$ cat src/rtl/load_scoreboard_pkg.sv
// rtl/load_scoreboard_pkg.sv - shared constants and helpers for the load scoreboard
// Counter range macro, guard-bit width and the max-pending helper.

`define SB_CNT_RANGE(w) [(w)-1:0]

package load_scoreboard_pkg;

  // Two extra bits hold inc minus up to a few clears without wrapping.
  localparam int SB_CNT_GUARD_W = 2;

  function automatic int sb_max_pending(input int pend_w);
    return (1 << pend_w) - 1;
  endfunction

endpackage

$ cat src/rtl/sb_counter.sv
// rtl/sb_counter.sv - per-register outstanding-load counter
// Saturation-aware up/down counter with flush and underflow detection.

module sb_counter
  import load_scoreboard_pkg::*;
#(
  parameter int C_PEND_W    = 2,
  parameter int C_CLR_PORTS = 2
) (
  input  logic                   clk_i,
  input  logic                   reset_i,
  input  logic                   clk_en_i,
  input  logic                   inc_i,
  input  logic [C_CLR_PORTS-1:0] match_i,
  input  logic                   flush_i,
  output logic [C_PEND_W-1:0]    count_o,
  output logic                   nonzero_o,
  output logic                   saturated_o,
  output logic                   underflow_o
);

  localparam int NW = C_PEND_W + SB_CNT_GUARD_W;
  localparam logic [C_PEND_W-1:0] MAX_CNT = C_PEND_W'(sb_max_pending(C_PEND_W));

  logic `SB_CNT_RANGE(C_PEND_W) count_q, count_d;
  logic [NW-1:0]        dec;
  logic signed [NW-1:0] next_s;

  always_comb begin
    dec = '0;
    for (int k = 0; k < C_CLR_PORTS; k++) begin
      dec = dec + NW'(match_i[k]);
    end
    next_s      = $signed({{SB_CNT_GUARD_W{1'b0}}, count_q}) + $signed(NW'(inc_i)) - $signed(dec);
    // A flush wins over any clears landing the same cycle, so no underflow then.
    underflow_o = next_s[NW-1] & ~flush_i;
    if (flush_i || next_s[NW-1]) begin
      count_d = '0;
    end else begin
      count_d = C_PEND_W'(next_s);
    end
  end

  always_ff @(posedge clk_i) begin
    if (reset_i) begin
      count_q <= '0;
    end else if (clk_en_i) begin
      count_q <= count_d;
    end
  end

  assign count_o     = count_q;
  assign nonzero_o   = |count_q;
  assign saturated_o = (count_q == MAX_CNT);

endmodule

$ cat src/rtl/load_scoreboard.sv
// rtl/load_scoreboard.sv - per-register pending-load scoreboard for the ID stage
// Decodes issue/clear addresses, forms the hazard stall and the pending view.

module load_scoreboard
  import load_scoreboard_pkg::*;
#(
  parameter int C_NREGS     = 32,
  parameter int C_PEND_W    = 2,
  parameter int C_CLR_PORTS = 2,
  parameter int C_AW        = 5
) (
  input  logic                        clk_i,
  input  logic                        reset_i,
  input  logic                        clk_en_i,
  input  logic                        chk_valid_i,
  input  logic                        chk_rs1_rd_i,
  input  logic [C_AW-1:0]             chk_rs1_addr_i,
  input  logic                        chk_rs2_rd_i,
  input  logic [C_AW-1:0]             chk_rs2_addr_i,
  input  logic                        chk_rd_wr_i,
  input  logic                        chk_rd_load_i,
  input  logic [C_AW-1:0]             chk_rd_addr_i,
  input  logic                        issue_i,
  input  logic                        flush_i,
  input  logic [C_CLR_PORTS-1:0]      clr_valid_i,
  input  logic [C_CLR_PORTS*C_AW-1:0] clr_addr_i,
  output logic                        stall_o,
  output logic [C_NREGS-1:0]          pending_o,
  output logic                        busy_o,
  output logic                        underflow_o
);

  localparam int NA = 1 << C_AW;

  logic [C_NREGS-1:0]  nonzero;
  logic [C_NREGS-1:0]  saturated;
  logic [C_NREGS-1:0]  uf;
  logic [NA-1:0]       nz_all;
  logic [NA-1:0]       sat_all;
  logic [C_PEND_W-1:0] count_unused [C_NREGS];
  logic                underflow_q, underflow_d;

  // x0 has no counter; its slots read as empty and never saturated.
  assign nonzero[0]      = 1'b0;
  assign saturated[0]    = 1'b0;
  assign uf[0]           = 1'b0;
  assign count_unused[0] = '0;

  for (genvar r = 1; r < C_NREGS; r++) begin : g_cnt
    logic [C_CLR_PORTS-1:0] match;
    logic                   inc;

    for (genvar k = 0; k < C_CLR_PORTS; k++) begin : g_match
      assign match[k] = clr_valid_i[k] & (clr_addr_i[k*C_AW +: C_AW] == C_AW'(r));
    end

    assign inc = issue_i & chk_valid_i & chk_rd_load_i & ~stall_o & (chk_rd_addr_i == C_AW'(r));

    sb_counter #(
      .C_PEND_W    (C_PEND_W),
      .C_CLR_PORTS (C_CLR_PORTS)
    ) u_cnt (
      .clk_i       (clk_i),
      .reset_i     (reset_i),
      .clk_en_i    (clk_en_i),
      .inc_i       (inc),
      .match_i     (match),
      .flush_i     (flush_i),
      .count_o     (count_unused[r]),
      .nonzero_o   (nonzero[r]),
      .saturated_o (saturated[r]),
      .underflow_o (uf[r])
    );
  end

  // Pad to the full address space so any C_AW-bit address indexes safely.
  assign nz_all  = NA'(nonzero);
  assign sat_all = NA'(saturated);

  assign stall_o = chk_valid_i &
                   ((chk_rs1_rd_i  & nz_all[chk_rs1_addr_i]) |
                    (chk_rs2_rd_i  & nz_all[chk_rs2_addr_i]) |
                    (chk_rd_wr_i   & nz_all[chk_rd_addr_i])  |
                    (chk_rd_load_i & sat_all[chk_rd_addr_i]));

  assign underflow_d = |uf;

  always_ff @(posedge clk_i) begin
    if (reset_i) begin
      underflow_q <= 1'b0;
    end else if (clk_en_i) begin
      underflow_q <= underflow_d;
    end
  end

  assign pending_o   = nonzero;
  assign busy_o      = |nonzero;
  assign underflow_o = underflow_q;

endmodule

$ cat config.mk
export PLATFORM = sky130hd
export DESIGN_NAME = load_scoreboard
export DESIGN_NICKNAME = d
export VERILOG_FILES = /design/src/rtl/load_scoreboard_pkg.sv /design/src/rtl/sb_counter.sv /design/src/rtl/load_scoreboard.sv
export SDC_FILE = /design/constraint.sdc
export NUM_CORES = 1
export LEC_CHECK = 0
export CORE_UTILIZATION = 60
export DETAILED_ROUTE_END_ITERATION = 7
export PLACE_DENSITY = 0.79
export SETUP_SLACK_MARGIN = 0.2
export SLEW_MARGIN = 0
export SYNTH_ARGS = -nofsm -noshare
export SYNTH_HDL_FRONTEND = slang
export SYNTH_HIERARCHICAL = 1
export SYNTH_SLANG_ARGS = --single-unit
$ cat constraint.sdc
create_clock -name clk_i -period 5.7 [get_ports clk_i]
set_clock_uncertainty 0.1 [all_clocks]
set_input_delay 0.855 -clock clk_i [delete_from_list [all_inputs] [get_ports clk_i]]
set_output_delay 0.855 -clock clk_i [all_outputs]
set_load 0.005 [all_outputs]
==> results of run 1 <==
[cell usage in the layout (no fill, tap or decap), types with 16 or more instances in the layout]
master           instances
and2_1                  35
inv_1                  220
or3b_1                  62
nor2b_1                 40
or2_1                   31
ha_1                    93
nor2_1                  69
clkdlybuf4s50_1         66
mux4_2                  25
fa_1                    31
nor4_1                  16
o41ai_1                 62
nand2_1                 17
dfxtp_1                 63
buf_4                   18
nand2b_1                39
nor2b_4                 31
nor3_1                  26
[power breakdown]
part           switching [mW]  internal, mW  total, mW
registers             0.00364         0.444      0.448
logic                   0.142         0.102      0.244
clock network           0.212         0.406      0.618
total                   0.358         0.952       1.31
[what timing repair did]
| item | CTS | global route |
|---|---|---|
| setup endpoints to repair | 0 | 1 |
| setup buffers | 0 | 0 |
| resized for setup | 0 | 1 |
[worst reg2reg max path, cell delays in order, from the launching register on]
cell,delay (ns)
dfxtp_1,0.33
or2_1,0.36
mux4_1,0.54
mux4_2,0.46
a32oi_1,0.28
nand4_2,0.16
buf_12,0.20
nor4_1,0.31
buf_4,0.18
fa_1,0.19
inv_1,0.06
ha_1,0.26
inv_1,0.06
ha_1,0.19
nor2b_4,0.06
nor2b_1,0.12
nor4b_1,0.25
buf_4,0.17
nand4_1,0.13
nor2_1,0.16
nor3_1,0.08
[layout make-up]
type / instances / area, um2
clock buffers: 13 / 260
clock inverters: 3 / 65.1
fillers: 1031 / 3850
inverters: 220 / 826
multi-input cells: 651 / 5950
flip-flops and latches: 63 / 1260
well taps: 176 / 220
repair buffers: 89 / 858
[sequential cells by signal (all words and copies together) (netlist names)]
signal               flops
g_cnt.u_cnt/count_o     62
underflow_o              1
[layer usage]
metal | vias up | track usage [%] | wire [um]
met5 | - | 0 | 0
met4 | 0 | 17.9 | 1180
met3 | 79 | 7.77 | 1660
met2 | 312 | 55.0 | 10600
met1 | 3383 | 40.3 | 8860
li1 | 3400 | - | -
[cells by family after synthesis]
| logic type | Yosys count | synth area share (%) |
|---|---|---|
| fa+ha+maj | 124 | 21.8 |
| buf+inv | 246 | 11.8 |
| flops | 63 | 15.4 |
| compound gates | 79 | 8.27 |
| mux | 44 | 9.85 |
| simple gates | 403 | 32.8 |
| other cells | 1 | 0.0458 |
[how the worst max path moves through the flow]
| stage | end | cells after the start | startpoint | slack [ns] |
|---|---|---|---|---|
| finish | underflow_o | 22 | chk_rd_addr_i[0] | 0.43 |
| CTS | underflow_o | 20 | chk_rs1_addr_i[0] | 0.36 |
| global route | underflow_o | 21 | chk_rd_addr_i[1] | 0.21 |
| global placement | underflow_o | 20 | chk_rs1_addr_i[0] | 0.19 |
| floorplan | underflow_o | 21 | chk_rd_addr_i[1] | 1.24 |
| detailed placement | underflow_o | 20 | chk_rs1_addr_i[0] | 0.12 |
[metrics by stage]
step           total power, mW  setup slack [ns]  cell area [um2]  hold slack [ns]
3_3_place_gp             0.692             0.190             9120            0.433
6_report                  1.31             0.428             9450            0.477
3_5_place_dp             0.696             0.119             9120            0.444
4_1_cts                   1.32             0.360             9440            0.478
2_1_floorplan            0.586              1.24             8180            0.384
5_1_grt                   1.36             0.205             9450            0.503
==> results, run 1 <==
- In this run the most critical hold path is launched from g_cnt[27].u_cnt/count_o[1].
- After synthesis, the netlist uses between 40 and 50 different library cells.
- The routability congestion estimate from global placement is a little under 1.
- The die span in y is about 120 um.
- Yosys mapped a number of flops with a built-in enable equal to 0.
- The initial antenna violation count came to 0.
- The number of antenna diodes in the final layout is 0.
- Detailed routing inserted a total of roughly 7200 vias.
- The worst pin sits at a relative slew slack of between 20% and 30%.
- For this design, the sink count on the clock tree is 63.
- Including well taps, the total number of placed cells is 1199.
- The effective utilization at floorplan is about three fifths.
- The estimated wirelength of the detail-placed design is 17.0 mm.
- Relative to the synthesized area, the layout overhead comes to 15.5%.
- The cts-stage hold buffer count is 0.
- The first-pass GRT wire length is ~37 mm.
- The sum of overflow across all layers after global routing is 0.
- The top flip-flop cell by instance count after synthesis is dfxtp_1.
- The reported max-cap violation count is 0.
- Counting instances, the worst hold path has a depth of 2.
- The path with the worst hold slack has its endpoint at g_cnt[27].u_cnt/count_o[1].
- Dividing the final minimum period by the clock period gives 92.5%.
- Data arrives at the worst endpoint at around 5.4 ns.
- In the final routed layout, each cell accounts on average for around 18 um.
- In this design, the largest share of critical-path delay is due to buffers and inverters.
- At the later pin of the worst-skew pair, clock insertion delay measures around 0.35 ns.
- For this design, the slowest cell found on the critical path is clkdlybuf4s50_1.
- After layout, the minimum clock period comes to approximately 5.3 ns.
- TritonCTS created 9 clock buffers.
- For this run, the share of the core covered by cells in the final layout is between 70 and 80%.
- The register-to-register setup slack is ~0.89 ns.
- The nature of the critical path startpoint is a primary input.
- The floorplan core area is about 13000 um2.
- Once detail routing completed, the nets flagged for antenna violations numbered 0.
- The max-slew violation count is 0.
- For this run, the top clock speed supported by timing is roughly 190 MHz.
- The type of the worst setup path is primary input to register.
- The worst setup path is captured at a register.
- In this run the critical register-to-register path is launched from g_cnt[21].u_cnt/count_o[0].
- Yosys instantiated no cell more often than inv_1.
- The maximum level of the CTS H-tree is 3.
- For the final routed database, the setup TNS stands at 0 ns.
- On the worst path, the slowest cell contributes a delay of approximately 0.65 ns.
- For this design the ratio of total power to cell area is about 140 nW/um2.
- The critical path's most frequent cell is buf_4.
- During synthesis, Yosys emitted a total of 6 warnings.
- The number of design rule violations left after detail routing is 0.
- Sorting the synthesized cells by area gives the leading types as dfxtp_1 (15%), ha_1 (14%), inv_1 (10%).
- VDD sags by at most about 180 uV.
- The pin count of the biggest net entering global routing is 126.
- The cell count of the worst reg-to-reg path is 20.
- For the worst setup path, the data required time is roughly 5.8 ns.
- For the pin with the worst max-slew slack, the measured transition is ~1.1 ns.
- The tightest min-delay check is of the register to register type.
- The synthesized netlist cell count is 960.
- Setup repair after global routing left no endpoint under its margin.
- After clock tree synthesis, the clock-pin slew on the worst setup and hold paths is ~0.060 ns.
- Global routing used between 30% and 40% of the available tracks across all layers.
- Setup violations remaining at the end of the flow were counted as 0.
- The violation count after the first detailed-routing iteration is around 580.
- The share of the synthesized area in the top cell type is ~15%.
- The floorplan step defined a die boundary enclosing ~14000 um2.
- The count of buffers inserted at the top-level ports is 70.
- The final wirelength is roughly 22 mm.
- The analysis attributes to cell leakage a power of between 4 and 5 nW.
- The critical-path maximum fanout is 32.
- Counting flops and latches in the post-synthesis netlist gives 63.
- Summed over all instances, the cell type with the most area after synthesis is dfxtp_1.
- After the last flow step, the layout net total stands at between 1000 and 1500.
- Counting instances in the post-synthesis netlist gives the leading cell types as inv_1 (220), ha_1 (93), nor2_1 (69).
- The endpoint identified for the worst register-to-register timing path is underflow_o.
- A synthesized cell averages 8.52 um2.
- Measured along the x axis, the die boundary spans roughly 120 um.
- The count of final hold-check violations came to 0.
- Counting both buffers and inverters, the worst setup path holds a total of 7.
- The post-route netlist has between 10% and 20% of its cells at a drive strength greater than 1.
- The flow ran to the end, and the final reports show no timing, DRC or antenna violations.
- When the netlist entered floorplanning its net count stood at 1121.
- Using the TritonRoute via totals, the vias-per-cell ratio works out to 5.90.
- The mapped netlist covers a little over 8000 um2.
- For this run, the number of standard cells in the final layout without fillers is 1215.
- The root buffer cell chosen for the clock tree is clkbuf_16.
- In this run the core area contains 42 standard-cell rows.
- The CTS tree is yes.
- Counting along the longest clock path gives a buffer depth of 2.
- In the synthesized netlist the async set-or-reset flop fraction comes to 0%.
- The via count of the first global-routing pass came to 7208.
- During I/O placement, the number of pins put on the boundary was 72.
- Walking the worst path, the cells encountered are clkdlybuf4s50_1 > buf_4 > mux4_2 > and2_1 > a211o_1 > nand4_1 > nand4_2 > buf_12 > nor4_1 > buf_4 > fa_1 > inv_1 > ha_1 > inv_1 > ha_1 > nor2b_4 > nor2b_1 > nor4b_1 > buf_4 > nand4_1 > nor2_1 > nor3_1.
- The number of iterations in the first detailed-routing pass is 5.
- The sequential element share of the synthesized area is ~15%.
(Power assumes the default switching activity.)
==> run 2: changes to the inputs <==
- GPL_TIMING_DRIVEN: not set -> 0
==> run 2 against run 1 <==
Effect of this change: sequential power about the same; total power up 2.7%; sequential share of layout area hardly changed.
==> results, run 2 (synthesis results as in run 1) <==
- The max-slew violation count is 0.
- The number of cells on the worst reg-to-reg path is 17.
- The post-route cell area is between 9000 and 10000 um2.
- The actual transition at the worst max-transition pin is approximately 0.86 ns.
- The share of cells above drive strength 1 is 10.1%.
- The worst register-to-register path begins at g_cnt[17].u_cnt/count_o[0].
- Summing all multi-input logic gate instances after layout gives slightly below 6000 um2.
- The estimated wirelength of the detail-placed design is 16.7 mm.
- The worst-case IR drop observed on VDD is about 110 uV.
- The clock transition at the registers of the reported paths is ~0.050 ns.
- 72 I/O pins were placed.
- The tool flagged a number of max-cap violations equal to 0.
- Relative to the synthesized area, the layout overhead comes to 15.3%.
- The final wirelength is between 20 and 25 mm.
- The total vias in the final route is 7070.
- The number of post-CTS setup repair buffers is 0.
- The internal portion of the total power is ~0.98 mW.
- The clock sink count is 63.
- The register with the most flip-flops in the layout has just over 60 of them.
- Net switching is about 27% of the power.
- The maximum level of the CTS H-tree is 3.
- The run finished with clean final reports.
- Summed over all nets, the switching power comes to 0.363 mW.
- The setup path with the least slack is of type primary input to register.
- The reported leakage power is around 4.2 nW.
- Entering global routing, the biggest net connects 100 pins.
- STA classifies the critical path endpoint as a register.
- The detail-routed via count per cell is 5.81.
- Routed signal wires occupy layers up through met4.
- At the later pin of the worst-skew pair, clock insertion delay measures about 0.35 ns.
- Measured along the x axis, the die boundary spans roughly 120 um.
- The count of antenna diodes in the layout is 0.
- The post-CTS resize count is 1.
- The maximum buffer depth of the clock tree is 2.
- Buffers inserted during clock tree synthesis total 9.
- The aggregate global-route resource usage is 31.8%.
- The end point of the most critical hold path is underflow_o.
- The violation count after the first detailed-routing iteration is around 510.
- Sequential cells account for 33.3% of the total power.
- Data arrives at the worst endpoint at between 5 and 6 ns.
- Clock tree synthesis selected as its root buffer the cell clkbuf_16.
- The post-layout net count is between 1000 and 1500.
- The worst hold path begins at underflow_o.
- In the layout the commonest cells are inv_1 (220), ha_1 (93), nor2_1 (69), dfxtp_1 (63).
- In this run the cell area measured after placement is 9080 um2.
- The clock group share of total power is about half.
- Setup repair after global routing left no endpoint under its margin.
- The critical-path maximum fanout is 10.
- Setup slack on the worst reg-to-reg path comes out at about 0.71 ns.
- The total overflow left after global routing is 0.
- The routed design could run at a clock period as short as ~5.3 ns.
- The first TritonRoute pass finished after 5 iterations.
- The via count of the first global-routing pass is 6836.
- The worst hold path was traced through 2 stages.
- The detailed router put a total of ~9.0 mm of wire on met1.
- The count of final hold-check violations is 0.
- The die is about 120 um tall.
- The sequential cell area is 1260 um2.
- The floorplan core area is roughly 13000 um2.
- Buffers inserted to repair hold after CTS numbered 0.
- The overall power consumption is approximately 1.3 mW.
- The endpoint identified for the worst register-to-register timing path is underflow_o.
- The die covers about 14000 um2.
- Setup violations remaining at the end of the flow were counted as 0.
- The per-cell routed wire length is roughly 18 um.
- The critical path data required time is around 5.8 ns.
- The wire length on met3 is 1.26 mm.
- The count of antenna-violating nets left after detailed routing is 0.
- The share of power burned in combinational logic is ~18%.
- Power spread over the standard cell area amounts to 143 nW/um2.
- Summed over all nets, wire length on met2 after detailed routing comes to slightly above 10 mm.
- The class of the worst hold path is register to register.
- The layout has between 1000 and 1500 filler cells.
- Dividing the final minimum period by the clock period gives 92.2%.
- In the routed design, unresolved DRC markers number 0.
- The effective utilization at floorplan is just over 60%.
- The cell row count is 42.
- TritonCTS built the clock tree.
- The nature of the critical path startpoint is a primary input.
- The initial antenna violation count is 0.
- The commonest non-fill, non-tap cell in the layout is inv_1.
- Based on the critical path, the design can be clocked at up to between 150 and 200 MHz.
- The first global-routing pass estimated ~35 mm of wire.
- The routability congestion estimate from global placement is roughly 0.96.
- The worst-case headroom to the max-slew limit is a little over two fifths.
- The count of buffers inserted at the top-level ports is slightly above 60.
## run 2: changes by cell type in the layout (fill, tap and decap cells not counted), sizes merged
cell	change
buf	-4
dlymetal6s2s	-1
clkinv	+1
clkinvlp	+1
clkdlybuf4s50	-7
bufinv	+1
clkbuf	+11
## run 2: critical path: stages
cell and delay [ns]:
clkdlybuf4s50_1 0.50, clkbuf_2 0.33, mux4_2 0.37, mux2i_1 0.22, nand2_1 0.10, a32oi_2 0.25, nand4_2 0.23, nor4_1 0.48
fa_1 0.27, inv_1 0.05, ha_1 0.27, inv_1 0.06, ha_1 0.19, nor2b_4 0.06, nor2b_1 0.12, nor4b_1 0.44
nand4_1 0.30, nor2_1 0.21, nor3_1 0.07
## run 2: cell type report
type / count / area share, %
buffer: 26 / 1.49
inverter: 220 / 8.76
tap: 176 / 2.34
clock buffer: 10 / 2.53
clock inverter: 6 / 1.14
sequential: 63 / 13.4
multi-input combinational: 651 / 63.2
timing repair buffer: 65 / 7.16
## run 2: metrics by stage
stage	setup TNS (ns)	util [%]	setup WS (ns)	cells	hold WS, ns
final	0	70.9	0.443	1217	0.403
after global routing	0	70.9	0.208	1217	0.449
after CTS	0	70.9	0.342	1217	0.406
after detailed placement	-0.346	68.3	-0.346	1201	0.395
after global placement	-0.566	67.9	-0.566	1198	0.379
after floorplan	0	-	1.24	960	0.384
## run 2: routing by layer
metal | global-route usage (%) | up-vias
met3 | 5.36 | 57
met4 | 17.8 | 0
met2 | 52.2 | 241
li1 | - | 3415
met1 | 39.5 | 3357
met5 | 0 | -
## run 2: how the worst max path moves through the flow
stage	startpoint	to	slack, ns	cells past startpoint
2_1_floorplan	chk_rd_addr_i[1]	underflow_o	1.24	21
3_3_place_gp	chk_rd_addr_i[2]	underflow_o	-0.57	20
3_5_place_dp	chk_rd_addr_i[2]	underflow_o	-0.35	20
4_1_cts	chk_rd_addr_i[2]	underflow_o	0.34	20
5_1_grt	chk_rd_addr_i[2]	underflow_o	0.21	19
6_report	chk_rd_addr_i[2]	underflow_o	0.44	19
## run 2: power by group through the flow
stage	sequential (mW)	clock, mW	combinational, mW
global placement	0.457	0	0.231
CTS	0.447	0.665	0.240
global route	0.448	0.682	0.264
finish	0.447	0.655	0.243
floorplan	0.456	0	0.130
detailed placement	0.457	0	0.239
==> run 3: changes to the inputs <==
- CORE_UTILIZATION: 60 -> 45
- PLACE_DENSITY: 0.79 -> 0.62
==> run 3 against run 2 <==
Effect of this change: wire length up 4.4%; highest routed layer unchanged; final cell count rose by 4.0%; critical endpoint unchanged; clock-buffer cell count unchanged; sequential power barely moved; maximum frequency increased by 0.54%.
==> results, run 3 (synthesis results as in run 1) <==
- The cell-internal power is slightly below 0.9 mW.
- Leaving out fill and tap cells, the most frequent cell in the layout is inv_1.
- Leaving out fill and tap cells, the most frequent cells in the layout are inv_1 (220), ha_1 (93), nor2_1 (69), dfxtp_1 (63).
- The area of placed instances is between 9000 and 10000 um2.
- Dividing total power by cell area gives a power density of around 130 nW/um2.
- The peak clock frequency supported by timing is around 190 MHz.
- The maximum buffer depth of the clock tree is 2.
- The final wirelength is between 20 and 25 mm.
- Once the clock tree was built, the setup fixing pass inserted 0 buffers.
- OpenSTA, run right after detailed placement, puts the worst setup slack at -0.330 ns.
- The filler-free cell count of the finished design is ~1300.
- The die span in y is between 100 and 150 um.
- The first detailed-routing pass took 5 iterations.
- The I/O pin count is around 70.
- The cts-stage hold buffer count is 0.
- The pin count of the biggest net entering global routing is just under 70.
- The estimated wirelength of the detail-placed design is 17.7 mm.
- In this run the critical register-to-register path is captured at underflow_o.
- The critical path data required time is 5.83 ns.
- The share of the core filled with cells is 53.9%.
- In the final routed layout, each cell accounts on average for 17.6 um.
- The switching power as a share of total power is 29.2%.
- The flow ran to the end, and the final reports show no timing, DRC or antenna violations.
- For the pin with the worst max-slew slack, the measured transition is between 0.7 and 0.8 ns.
- In the routed layout, each cell is associated on average with a via count of about 5.5.
- The first-pass GRT wire length is between 30 and 40 mm.
- The worst-case headroom to the max-slew limit is 47.2%.
- The clock latency at the later pin of the worst-skew pair is 0.35 ns.
- The floorplan core area is between 15000 and 20000 um2.
- Hold is met by about 0.40 ns.
- Setup repair after global routing left no endpoint under its margin.
- The via count of the first global-routing pass came to ~6600.
- The maximum vdd ir drop is roughly 140 uV.
- The count of final hold-check violations is 0.
- The nature of the critical path startpoint is a primary input.
- Across all setup checks in the final design, the least slack found is ~0.47 ns.
- The floorplan has 48 rows.
- TritonCTS built the clock tree.
- The final worst-path cycle share is 91.7%.
- Setup violations remaining at the end of the flow were counted as 0.
- Per report_power, the clock group accounts for around 45% of the total.
- The sum of overflow across all layers after global routing is 0.
- In this run the static leakage power is 4.15 nW.
- The minimum clock period is around 5.2 ns.
- Across every metal layer, demand over resource in global routing totals 25.5%.
- Of the cells placed in the final design, the portion with a size suffix greater than 1 is roughly a tenth.
- At the worst endpoint, the arrival time is about 5.4 ns.
- The initial utilization of the core area, before any placement, comes to a little under half.
- The critical path starts at chk_rd_addr_i[2].
- The routability congestion estimate from global placement is around 0.95.
- The number of design rule violations left after detail routing is 0.
- The maximum level of the CTS H-tree is 3.
- Gates resized during post-CTS repair numbered 1.
- The max-slew violation count was 0.
- The root buffer selected by CTS is clkbuf_16.
- The clock sink count is 63.
- The number of flip-flops under the largest register name is between 60 and 70.
- The cell count of the worst reg-to-reg path is 18.
- The post-route cell area is ~9500 um2.
- The total negative setup slack is 0 ns.
- The share of power burned in combinational logic is between 10% and 20%.
- The number of antenna diodes in the final layout is 0.
- Overall power consumption after layout is estimated at roughly 1.3 mW.
- The horizontal die dimension is between 100 and 150 um.
- Clock-pin slew was measured on the worst setup and hold paths at 0.06 ns.
- In this run the remaining antenna-violating nets after routing total 0.
- The startpoint of the worst register-to-register path is g_cnt[17].u_cnt/count_o[0].
- The number of clock buffers added by TritonCTS is 9.
- The reported max-cap violation count is 0.
- STA classifies the critical path endpoint as a register.
- For this run, the post-layout net count is about 1200.
- The layout-stage area growth over the synthesis result is 15.6%.
- The die covers approximately 19000 um2.
- The critical path is of the primary input to register type.
- During placement, the flow inserted port buffers numbering 62.
- The critical path ends at underflow_o.
- The register-to-register setup slack is around 0.73 ns.
- The violation count after the first detailed-routing iteration is around 440.
- The sequential fraction of design power is a little over a third.
- The class of the worst hold path is register to register.
- Along the worst path, the maximum fanout reaches 10.
- The initial antenna violation count is 0.
- The number of placed instances, taps included, is ~1300.
- The net switching power of the design is about 0.37 mW.
- The total vias in the final route is between 6000 and 7000.
-- run 3: cell type report --
| cell class | instances | area [um2] |
|---|---|---|
| buffer | 26 | 143 |
| clock buffer | 10 | 239 |
| clock inverter | 6 | 60.1 |
| fill | 1691 | 8080 |
| inverter | 220 | 826 |
| multi-input combinational | 651 | 5970 |
| sequential | 63 | 1260 |
| tap | 225 | 282 |
| timing repair buffer | 65 | 676 |
-- run 3: how the worst min path moves through the flow --
stage | from | to | cells past startpoint
after global placement | underflow_o | underflow_o | 2
after detailed placement | underflow_o | underflow_o | 2
after global routing | underflow_o | underflow_o | 2
after floorplan | underflow_o | underflow_o | 2
final | underflow_o | underflow_o | 2
after CTS | underflow_o | underflow_o | 2
-- run 3: power groups by stage --
stage          logic, mW  registers [mW]  clock network, mW
3_3_place_gp       0.237           0.457                  0
5_1_grt            0.268           0.448              0.598
6_report           0.245           0.447              0.569
2_1_floorplan      0.130           0.456                  0
4_1_cts            0.243           0.447              0.585
3_5_place_dp       0.242           0.457                  0
-- run 3: worst max-delay path, cell delays in order --
cell             delay (ns)
clkdlybuf4s50_1        0.51
buf_2                  0.31
mux4_2                 0.35
mux2i_1                0.24
nand2_1                0.10
a32oi_2                0.24
nand4_2                0.23
buf_6                  0.23
nor3_1                 0.26
fa_1                   0.28
inv_1                  0.06
ha_1                   0.26
inv_1                  0.05
ha_1                   0.18
nor2b_4                0.05
nor2b_1                0.17
nor4_2                 0.41
nand4_1                0.28
nor2_1                 0.20
nor3_1                 0.07
-- run 3: metal layers --
layer	global-route usage [%]	vias to the layer above	wire length, um
met3	3.67	33	1060
met4	8.97	0	588
met1	33.6	3298	10100
met2	42.5	173	10500
met5	0	-	0
li1	-	3420	-
